===== src/rtl/pc_sequencer.sv =====
// Program-counter sequencer with IDLE/RUN/STEP/HALTED control and a saturating cycle counter.
// Single-step support is compiled in only when DEBUG_STEP_EN is defined.
module pc_sequencer #(
   parameter int unsigned       N_BITS   = 32,
   parameter logic [N_BITS-1:0] PC_RESET = '0
) (
   input  logic              i_clock,
   input  logic              i_reset,
   input  logic              i_start,
   input  logic              i_step,
   input  logic              i_halt_instr,
   input  logic              i_stall,
   input  logic              i_branch_taken,
   input  logic [N_BITS-1:0] i_pc_branch,
   input  logic              i_jump_taken,
   input  logic [N_BITS-1:0] i_pc_jump,
   output logic [N_BITS-1:0] o_pc,
   output logic [N_BITS-1:0] o_pc_4,
   output logic              o_flush_if_id,
   output logic [1:0]        o_state,
   output logic [N_BITS-1:0] o_cycle_count
);

   typedef enum logic [1:0] {
      IDLE   = 2'b00,
      RUN    = 2'b01,
      STEP   = 2'b10,
      HALTED = 2'b11
   } state_t;

   localparam logic [N_BITS-1:0] PC_INC  = N_BITS'(4);
   localparam logic [N_BITS-1:0] CNT_INC = N_BITS'(1);

   state_t            state, state_nx;
   logic [N_BITS-1:0] pc, pc_nx, cnt;
   logic              active, flush;
   logic              unused_bits;

   // Targets are word aligned; the low bits are never consumed.
   assign unused_bits = ^{i_pc_branch[1:0], i_pc_jump[1:0], i_step};

   always_ff @(posedge i_clock) begin
      if (i_reset) begin
         state <= IDLE;
         pc    <= PC_RESET;
         cnt   <= '0;
      end else begin
         state <= state_nx;
         pc    <= pc_nx;
         if (active && (cnt != '1))
            cnt <= cnt + CNT_INC;
      end
   end

   always_comb begin
      state_nx = state;
      pc_nx    = pc;
      flush    = 1'b0;
      active   = 1'b0;
      case (state)
         IDLE: begin
            if (i_start)
               state_nx = RUN;
`ifdef DEBUG_STEP_EN
            else if (i_step)
               state_nx = STEP;
`endif
         end
         RUN, STEP: begin
            active = 1'b1;
            if (i_halt_instr) begin
               state_nx = HALTED;
            end else begin
               state_nx = (state == STEP) ? IDLE : RUN;
               if (!i_stall) begin
                  if (i_branch_taken) begin
                     pc_nx = {i_pc_branch[N_BITS-1:2], 2'b00};
                     flush = 1'b1;
                  end else if (i_jump_taken) begin
                     pc_nx = {i_pc_jump[N_BITS-1:2], 2'b00};
                     flush = 1'b1;
                  end else begin
                     pc_nx = pc + PC_INC;
                  end
               end
            end
         end
         default: ;
      endcase
   end

   // Reset is folded into the combinational outputs so they are valid before the first reset edge.
   assign o_pc_4        = (i_reset ? PC_RESET : pc) + PC_INC;
   assign o_flush_if_id = flush & ~i_reset;
   assign o_pc          = pc;
   assign o_state       = state;
   assign o_cycle_count = cnt;

endmodule


===== config.mk =====
export PLATFORM = sky130hd
export DESIGN_NAME = pc_sequencer
export DESIGN_NICKNAME = d
export VERILOG_FILES = /design/src/rtl/pc_sequencer.sv
export SDC_FILE = /design/constraint.sdc
export NUM_CORES = 1
export LEC_CHECK = 0
export BUFFER_PORTS_ARGS = -buffer_cell sky130_fd_sc_hd__buf_2
export CAP_MARGIN = 20
export CORE_MARGIN = 8
export CORE_UTILIZATION = 50
export DETAILED_ROUTE_END_ITERATION = 16
export GPL_TIMING_DRIVEN = 1
export PLACE_DENSITY = 0.8
export SLEW_MARGIN = 20
export SYNTH_ARGS = -nofsm -noshare
export SYNTH_HDL_FRONTEND = slang
export SYNTH_SLANG_ARGS = --single-unit

===== constraint.sdc =====
create_clock -name i_clock -period 2.95 [get_ports i_clock]
set_input_delay 0.295 -clock i_clock [delete_from_list [all_inputs] [get_ports i_clock]]
set_output_delay 0.295 -clock i_clock [all_outputs]
set_load 0.01 [all_outputs]

==> summary.txt, run 1 <==
Clocking
  – Root buf cell: clkbuf_8
  – CTS hold repair buffers: 0
  – CTS Buffer Depth: 2
  – CTS tree: done
  – TritonCTS Sinks: 64
  – Cts bufs inserted: 9
  – Reg clk slew, reported paths: 0.07 ns
  – Clock latency on the worst-skew pair: 0.35 ns
  – H-tree depth: 3

Timing
  – Final worst slack: 0.149 ns
  – Fin crit period: 2.80 ns
  – Tcrit/Tclk final: 95.0%
  – RSZ-0062 raised after global routing: false
  – Least-Margin Pin Slew: 0.914 ns
  – # setup viols final: 0
  – Slew headroom: 38.9%
  – Final clock skew: 0.0153 ns
  – Fmax: 357 MHz
  – Slew Limit Fails: 0
  – Final TNS setup: 0 ns
  – Final hold vios: 0

Place
  – Port bufs: 161
  – GPL Wtd Cong: 0.929
  – HPWL after DPL: 11400 um
  – Pre-CTS setup slack: 0.302 ns
  – Placed Instances: 838

Setup path
  – Critical Path Start Type: flip-flop
  – Critical path type: reg -> out
  – Critical path capture point type: output pin
  – R2R Setup Slk: 0.51 ns
  – Worst EP required: 2.65 ns
  – Reg2reg start: o_state[1]
  – Worst reg2reg path depth: 7
  – Reg2reg end: o_cycle_count[28]
  – Crit path max fanout: 9
  – WP data arrival: 2.51 ns

Global route
  – Remaining Overflow, GRT: 0
  – Tot GR Track Use: 24.8%
  – Vias in the first global route: 4975
  – Antenna violations before repair: 0
  – First-pass GRT wire length: 24400 um
  – Largest net degree at the start of global routing: 83

Synthesis
  – Register area share after synthesis: 29.0%
  – Number of synthesized flops with an enable pin: 0
  – Syn_area_per_cell: 7.36 sq um
  – Xor and xnor area share after synthesis: 6.93%
  – Cell area after synthesis: 0.00442 sq mm
  – Mapped Cells: 601
  – Async set or reset register ratio after synthesis: 0%
  – Synth cell types: 64
  – Simple-Gate Fraction of Synth Area: 29.2%
  – Synth Area in Adders: 1.41%
  – Yosys reg bits: 64
  – Ys flop type: dfxtp_1
  – Mux contribution to synthesized area: 1.61%
  – Synth Area in Compound Gates: 25.7%
  – Largest family of logic cells by synthesized area: simple AND/OR/NAND/NOR gates
  – Ys Warns: 0

Floorplan
  – Std-Cell Rows: 34
  – I/O pin cnt: 171
  – Die area: 0.0121 sq mm
  – Die width: 110 um
  – Initial Utilization: 51.2%
  – Die height: 110 um
  – CORE AREA: 0.00864 sq mm

Power and ir drop
  – LEAKAGE: 2.27 nW
  – P per Cell Area: 411 mW/mm^2
  – Sw frac: 31.4%
  – Clock share of power: 36.8%
  – Reg power frac: 42.8%
  – Net Switching: 710 uW
  – Combinational power share: 20.4%
  – Int Power: 1.55 mW
  – Maximum VDD drop: 0.304 mV

Cells and area
  – Layout cell share with drive strength beyond 1: 28.2%
  – Final cell count without fillers: 854
  – Fill count: 822
  – Final #Nets: 819
  – Area growth syn-to-layout: 24.4%
  – ANT cells: 0

Drt
  – DR WL/cell: 18.2 um
  – DR vias/cell: 6.17
  – Detailed Route WL: 15500 um
  – # DRC: 0
  – Total number of vias: 5267
  – First-pass DRT Iterations: 5
  – Post-route ant nets: 0
  – Number of DRC markers in iteration 0: 338

Min path
  – WHS Path Cells: 3
  – Worst hold path type: in -> reg
  – Worst hold start: i_pc_branch[26]
  – WHS Endpoint: o_pc[26]

Flow run
  – MaxCap Viol Count: 0

Outcome
  – Status: finished clean
## power by group through the flow
stage / Clock, mW / Sequential [mW] / Combinational (mW)
3_3_place_gp: 0 / 0.983 / 0.443
3_5_place_dp: 0 / 0.987 / 0.457
5_1_grt: 0.880 / 0.978 / 0.504
4_1_cts: 0.840 / 0.966 / 0.459
2_1_floorplan: 0 / 0.983 / 0.281
6_report: 0.833 / 0.968 / 0.461
## synthesized netlist by cell type, types with 5 or more instances
cell type	count	area share (%)
o21ai_0	38	4.3
a211oi_1	8	1.4
or3_1	17	2.4
o211ai_1	6	1.0
nand2_1	45	3.8
clkbuf_1	32	2.7
and4_1	6	1.2
buf_2	7	0.79
o21a_1	7	1.2
dfxtp_1	64	29
nor2_1	67	5.7
xnor2_1	23	4.6
nand3_1	31	3.5
nor3_1	12	1.4
mux2i_1	6	1.4
nor4_1	7	0.99
o31ai_1	10	1.7
a22oi_1	9	1.5
ha_1	5	1.4
and3_1	13	1.8
or4_1	13	2.2
inv_1	12	1.0
a21oi_1	57	6.4
xor2_1	12	2.4
nand4_1	19	2.7
## placed cells by master (no fill, tap or decap), types with 7 or more instances in the layout
cell type    n
a21oi_1     57
buf_4       14
clkbuf_8     9
nand3_1     31
inv_1       12
or3_1       17
nor4_1       7
dfxtp_1     62
o21ai_0     38
xnor2_1     23
nor2_1      67
o21a_1       7
nand4_1     19
and3_1      13
o31ai_1     10
buf_2      161
or4_1       12
nand2_1     45
xor2_1      12
a22oi_1      9
nor3_1      11
a211oi_1     8
## metal layers
| layer | vias up | global-route usage [%] | share of wire (%) |
|---|---|---|---|
| met2 | 276 | 39.6 | 46 |
| met5 | - | 0 | 0 |
| met4 | 0 | 12.2 | 3.0 |
| met1 | 2447 | 30.3 | 41 |
| li1 | 2503 | - | - |
| met3 | 41 | 6.57 | 11 |
## kinds of logic (layout without fill, tap and decap cells)
logic type | count (synthesis) | count (layout)
AO/OA/AOI/OAI | 177 | 177
XOR/XNOR | 35 | 35
adder cells (fa/ha/maj) | 5 | 5
buffers and inverters | 63 | 205
flip-flops | 64 | 64
multiplexers | 7 | 7
other | 1 | 4
AND/OR/NAND/NOR | 249 | 249
## flip-flops by register name (all words and copies together), names as in the netlist
signal         flops
o_cycle_count     32
o_pc              30
o_state            2
## how the worst max path moves through the flow
| stage | start | end | cells after the start |
|---|---|---|---|
| final | o_pc[5] | o_pc_4[29] | 6 |
| after floorplan | o_pc[4] | o_pc_4[29] | 7 |
| after global routing | o_pc[5] | o_pc_4[29] | 6 |
| after detailed placement | o_pc[2] | o_pc_4[30] | 8 |
| after global placement | i_reset | o_pc_4[30] | 9 |
| after CTS | o_pc[2] | o_pc_4[24] | 8 |
## area by class of cell
cell class	count	area [sq um]	area share, %
Multi-Input combinational cell	477	2890	52.6
Timing Repair Buffer	176	931	16.9
Clock buffer	9	124	2.25
Sequential cell	64	1280	23.3
Clock inverter	6	85.1	1.55
Inverter	14	52.6	0.955
Tap cell	108	135	2.46
## metrics by stage
stage	hold WS [ns]	power (mW)	utilization (%)	area, sq um
2_1_floorplan	0.467	1.26	-	4440
4_1_cts	0.245	2.26	63.7	5500
3_3_place_gp	0.486	1.43	61.2	5280
3_5_place_dp	0.490	1.44	61.2	5280
6_report	0.252	2.26	63.7	5500
5_1_grt	0.257	2.36	63.7	5500
## what timing repair did
action                     CTS  global route
setup buffers                1             0
gates resized for setup      0             3
pin swaps                    1             0
setup endpoints to repair    5             9
cloned                       0             0
## critical path: stages, from the launching register on
cell,delay (ns)
dfxtp_1,0.47
nand4_1,0.26
or4_1,0.65
or3_1,0.41
xor2_1,0.16
nor2_1,0.09
buf_2,0.13
No activity file was read; power rests on OpenSTA's default activity.
==> inputs of run 2 (changes only) <==
Settings changed: CORE_UTILIZATION 50 to 51, CTS_BUF_LIST from default to sky130_fd_sc_hd__clkbuf_4 sky130_fd_sc_hd__clkbuf_8, PLACE_DENSITY 0.8 to 0.81.
==> run 2 against run 1 <==
  * Final cell count increased by 0.70%
  * Critical path depth unchanged
  * Worst hold slack about the same
  * Via count increased by 2.6%
  * Power increased by 3.1%
  * Die area decreased by 1.7%
==> summary.txt, run 2 (synthesis gave the netlist of run 1 again) <==
Outcome
  – Status: finished clean

Drt
  – # DRC: 0
  – Post-route ant nets: 0
  – First-pass DRT Iterations: 7
  – DR vias/cell: 6.29
  – Met1 WL: 6160 um
  – Met3 Wirelength: 1800 um
  – Total number of vias: 5406
  – DR WL/cell: 18.4 um
  – Detailed Route WL: 15800 um
  – Number of DRC markers in iteration 0: 322
  – Top layer in use: met4
  – Met2 wire length: 7470 um

Clocking
  – Clock latency on the worst-skew pair: 0.35 ns
  – CTS Buffer Depth: 2
  – CTS tree: done
  – Root buf cell: clkbuf_8
  – Reg clk slew, reported paths: 0.08 ns
  – H-tree depth: 3
  – Cts bufs inserted: 9
  – TritonCTS Sinks: 64

Setup path
  – Critical Path Start Type: flip-flop
  – R2R Setup Slk: 0.46 ns
  – Critical path capture point type: output pin
  – Critical Path Sink: o_pc_4[27]
  – WP data arrival: 2.50 ns
  – Crit path from: o_pc[5]
  – Reg2reg start: o_state[0]
  – Crit path max fanout: 9
  – Worst reg2reg path depth: 7
  – Critical path type: reg -> out
  – Worst EP required: 2.65 ns
  – Reg2reg end: o_cycle_count[28]

Place
  – Port bufs: 161
  – Placed Instances: 842
  – HPWL after DPL: 11800 um
  – GPL Wtd Cong: 0.910
  – Pre-CTS setup slack: 0.248 ns
  – DP Area: 0.00530 sq mm

Cells and area
  – Area growth syn-to-layout: 25.4%
  – Layout Cell Area excl Fill: 0.00555 sq mm
  – Final #Nets: 824
  – Register Area: 0.00128 sq mm
  – Multi-input logic area: 0.00290 sq mm
  – Most common cell after layout, fill and taps aside: buf_2
  – Max reg flops: 32
  – Fill count: 761
  – Utilization after layout: 64.9%
  – Final cell count without fillers: 860
  – ANT cells: 0
  – Layout cell share with drive strength beyond 1: 28.7%
  – Most frequent cells in the layout: buf_2 (161), nor2_1 (67), dfxtp_1 (63), a21oi_1 (57), nand2_1 (45)

Power and ir drop
  – Clock share of power: 38.3%
  – Reg power frac: 41.3%
  – P per Cell Area: 420 mW/mm^2
  – Sw frac: 32.5%
  – Net Switching: 758 uW
  – LEAKAGE: 2.30 nW
  – Int Power: 1.57 mW
  – Power Total: 2.33 mW
  – Maximum VDD drop: 0.275 mV
  – Combinational power share: 20.5%

Timing
  – Slew Limit Fails: 0
  – Final worst slack: 0.152 ns
  – Final hold vios: 0
  – RSZ-0062 raised after global routing: false
  – Least-Margin Pin Slew: 0.693 ns
  – Fin crit period: 2.80 ns
  – # setup viols final: 0
  – Worst hold margin: 0.252 ns
  – Final clock skew: 0.0182 ns
  – Fmax: 357 MHz
  – Final TNS setup: 0 ns
  – Tcrit/Tclk final: 94.9%
  – Slew headroom: 53.2%

Flow run
  – MaxCap Viol Count: 0

Floorplan
  – Initial Utilization: 51.7%
  – Die height: 109 um
  – I/O pin cnt: 171
  – CORE AREA: 0.00855 sq mm
  – Die width: 109 um
  – Std-Cell Rows: 34
  – Die area: 0.0119 sq mm

Global route
  – Antenna violations before repair: 0
  – Vias in the first global route: 5125
  – First-pass GRT wire length: 24800 um
  – Remaining Overflow, GRT: 0
  – Tot GR Track Use: 25.5%
  – Largest net degree at the start of global routing: 50

Min path
  – Worst hold path type: in -> reg
[run 2: worst min-delay path by stage]
stage / from / end / depth (start not counted)
global route: i_pc_jump[9] / o_pc[9] / 3
finish: i_pc_branch[3] / o_pc[3] / 3
floorplan: i_halt_instr / o_state[1] / 2
CTS: i_pc_branch[10] / o_pc[10] / 3
detailed placement: o_cycle_count[19] / o_cycle_count[19] / 2
global placement: o_cycle_count[19] / o_cycle_count[19] / 2
[run 2: repair_timing]
item / CTS / global route
endpoints found under the hold margin: 0 / 0
pin swaps: 1 / 0
hold buffers: 0 / 0
resized for setup: 0 / 3
endpoints found under the setup margin: 5 / 5
buffers inserted: 2 / 0
[run 2: layout make-up]
cell class | instances | area share [%]
Sequential cell | 64 | 23.1
Clock inverter | 7 | 1.85
Tap cell | 108 | 2.44
Timing Repair Buffer | 181 | 17.2
Multi-Input combinational cell | 477 | 52.2
Inverter | 14 | 0.947
Clock buffer | 9 | 2.23
[run 2: critical path, cell delays in order, from the launching register on]
cell and delay, ns:
dfxtp_1 0.47, nand4_1 0.25, or4_4 0.66, nor3_1 0.41
xnor2_1 0.18, nor2_1 0.05, buf_2 0.16
[run 2: routing by layer]
layer  vias to the layer above  track usage, %
met5                         -               0
met4                         0            12.0
met3                        41            6.09
met2                       314            41.7
met1                      2542            31.0
li1                       2509               -
[run 2: power by group through the flow]
stage	registers (mW)	logic (mW)	clock network, mW
global placement	0.976	0.457	0
global route	0.969	0.519	0.930
detailed placement	0.980	0.470	0
floorplan	0.983	0.281	0
finish	0.962	0.478	0.892
CTS	0.960	0.472	0.893
==> inputs of run 3 (changes only) <==
Settings changed: ABC_AREA from default to 1, CORE_UTILIZATION 51 to 54, MAX_ROUTING_LAYER from default to met4.
==> run 3 against run 2 <==
  * Combinational power up 20%
  * Highest routed layer unchanged
  * Non-clock buffer count down 11
  * Largest power group unchanged
  * Critical path depth up 3
  * Clock skew down 0.0083 ns
==> summary.txt, run 3 <==
Floorplan
  – Die area: 0.0138 sq mm
  – I/O pin cnt: 171
  – Initial Utilization: 54.8%
  – CORE AREA: 0.0102 sq mm
  – Std-Cell Rows: 37
  – Die height: 118 um
  – Die width: 118 um

Timing
  – Slew Limit Fails: 0
  – Final clock skew: 0.00984 ns
  – Fin crit period: 2.59 ns
  – Tcrit/Tclk final: 87.9%
  – Fmax: 386 MHz
  – Final TNS setup: 0 ns
  – # setup viols final: 0
  – Final worst slack: 0.356 ns
  – RSZ-0062 raised after global routing: false
  – Final hold vios: 0
  – Slew headroom: 61.9%
  – Least-Margin Pin Slew: 0.572 ns

Setup path
  – Critical path type: reg -> out
  – Critical path capture point type: output pin
  – Critical Path Start Type: flip-flop
  – Critical path's most frequent cell: nand3_2
  – WP data arrival: 2.30 ns
  – Crit-path max cell delay: 0.38 ns
  – Reg2reg end: o_cycle_count[17]
  – Worst EP required: 2.65 ns
  – Worst reg2reg path depth: 12
  – Crit path max fanout: 5
  – Reg2reg start: o_cycle_count[0]
  – Crit path cell chain: inv_1, nor2_1, ha_1, nand3_2, nor2_4, nand3_2, nor3_4, xor2_1, buf_2
  – CP max-delay cell: dfxtp_1
  – R2R Setup Slk: 0.76 ns

Synthesis
  – Ranking of synthesized cells by instance count: nand2_1 (320), nor2_1 (200), a21oi_1 (73), dfxtp_1 (64), inv_1 (61)
  – Synth top area share: 22.9%
  – Most frequent cell after synthesis: nand2_1
  – Number of synthesized flops with an enable pin: 0
  – Ys Warns: 0
  – Syn_area_per_cell: 5.70 sq um
  – Yosys reg bits: 64
  – Post-synth top area cell: dfxtp_1
  – Ranking of synthesized cells by area: dfxtp_1 (23%), nand2_1 (22%), nor2_1 (13%), a21oi_1 (6.5%), nand3_1 (4.8%)
  – Synth cell types: 39
  – Register area share after synthesis: 22.9%
  – Async set or reset register ratio after synthesis: 0%
  – Cell area after synthesis: 0.00558 sq mm
  – Mapped Cells: 980
  – Ys flop type: dfxtp_1

Power and ir drop
  – Sw frac: 38.3%
  – Net Switching: 873 uW
  – Reg power frac: 43.5%
  – Int Power: 1.41 mW
  – P per Cell Area: 345 mW/mm^2
  – Combinational power share: 25.1%
  – Maximum VDD drop: 0.219 mV
  – Power Total: 2.28 mW
  – Clock share of power: 31.4%
  – LEAKAGE: 2.85 nW

Clocking
  – CTS Buffer Depth: 2
  – Cts bufs inserted: 9
  – CTS hold repair buffers: 0
  – H-tree depth: 3
  – Setup Fix Bufs, Post-CTS: 0
  – Clock latency on the worst-skew pair: 0.37 ns
  – Post_cts resized: 0
  – Root buf cell: clkbuf_8
  – TritonCTS Sinks: 64
  – CTS tree: done
  – Reg clk slew, reported paths: 0.08 ns

Drt
  – DR WL/cell: 16.4 um
  – Met1 WL: 8250 um
  – DR vias/cell: 5.37
  – Total number of vias: 6827
  – First-pass DRT Iterations: 6
  – Detailed Route WL: 20900 um
  – # DRC: 0
  – Number of DRC markers in iteration 0: 594
  – Post-route ant nets: 0
  – Met3 Wirelength: 1370 um
  – Top layer in use: met4
  – Met2 wire length: 10400 um

Global route
  – Vias in the first global route: 6675
  – Antenna violations before repair: 0
  – First-pass GRT wire length: 33400 um
  – Largest net degree at the start of global routing: 48
  – Remaining Overflow, GRT: 0
  – Tot GR Track Use: 30.4%

Cells and area
  – Max reg flops: 32
  – Most frequent cells in the layout: nand2_1 (320), nor2_1 (200), buf_2 (161), a21oi_1 (73), dfxtp_1 (64)
  – Final cell count without fillers: 1271
  – Final #Nets: 1207
  – ANT cells: 0
  – Most common cell after layout, fill and taps aside: nand2_1
  – Layout cell share with drive strength beyond 1: 21.3%
  – Utilization after layout: 64.9%
  – Area growth syn-to-layout: 18.4%

Min path
  – Worst hold path type: in -> reg
  – WHS Endpoint: o_pc[16]
  – WHS Path Cells: 3
  – Worst hold start: i_pc_branch[16]

Flow run
  – MaxCap Viol Count: 0

Place
  – Placed Instances: 1255
  – HPWL after DPL: 16300 um
  – Port bufs: 161
  – GPL Wtd Cong: 0.987
  – Pre-CTS setup slack: 0.500 ns

Outcome
  – Status: finished clean
## run 3: cell types whose count changed in the layout (fill, tap and decap cells not counted), moves of 14 or more
cell,delta
nand2_1,+275
nor2_1,+133
inv_1,+49
o21ai_0,-25
nand3_1,+22
nor2_2,+19
or3_1,-17
xor2_1,+17
a21oi_1,+16
nand3b_1,+14
## run 3: worst max path at each step
stage	start	to	cells past startpoint
after floorplan	i_reset	o_pc_4[16]	9
after global placement	i_reset	o_pc_4[30]	9
after detailed placement	i_reset	o_pc_4[30]	9
after CTS	o_pc[3]	o_pc_4[16]	9
after global routing	o_pc[3]	o_pc_4[26]	8
final	o_pc[3]	o_pc_4[16]	9
## run 3: metal layers
layer	vias up	global-route usage (%)
li1	3389	-
met1	3076	33.3
met2	305	52.6
met3	57	4.94
met4	0	14.6
met5	-	-
## run 3: kinds of logic after synthesis
group / synth area share, %
flip-flops: 22.9
AND/OR/NAND/NOR: 50.1
other: 0.0672
AO/OA/AOI/OAI: 9.95
XOR/XNOR: 6.90
buffers and inverters: 8.87
adder cells (fa/ha/maj): 1.12
## run 3: final cells by class
type                    instances  area (sq um)
multi-input cells             810          3820
fillers                      1090          3570
flip-flops and latches         64          1280
repair buffers                170           886
inverters                      75           284
well taps                     136           170
clock buffers                   9           124
clock inverters                 7          47.5
## run 3: power by group through the flow
stage	Combinational (mW)	Clock, mW	Sequential [mW]
after floorplan	0.378	0	1.01
after global placement	0.563	0	1.01
after detailed placement	0.570	0	1.01
after CTS	0.572	0.720	0.988
after global routing	0.635	0.748	0.998
final	0.573	0.717	0.991
## run 3: per-stage QoR
| step | cell area (sq um) | hold WS [ns] |
|---|---|---|
| floorplan | 5590 | 0.434 |
| global placement | 6440 | 0.498 |
| detailed placement | 6440 | 0.502 |
| CTS | 6610 | 0.180 |
| global route | 6610 | 0.210 |
| finish | 6610 | 0.181 |
## run 3: worst max-delay path, delay by kind of cell, from the launching register on
family	cells	cell delay (ns)
fa+ha+maj	1	0.23
flops	1	0.38
buf+inv	2	0.21
simple gates	5	0.90
xor+xnor	1	0.20
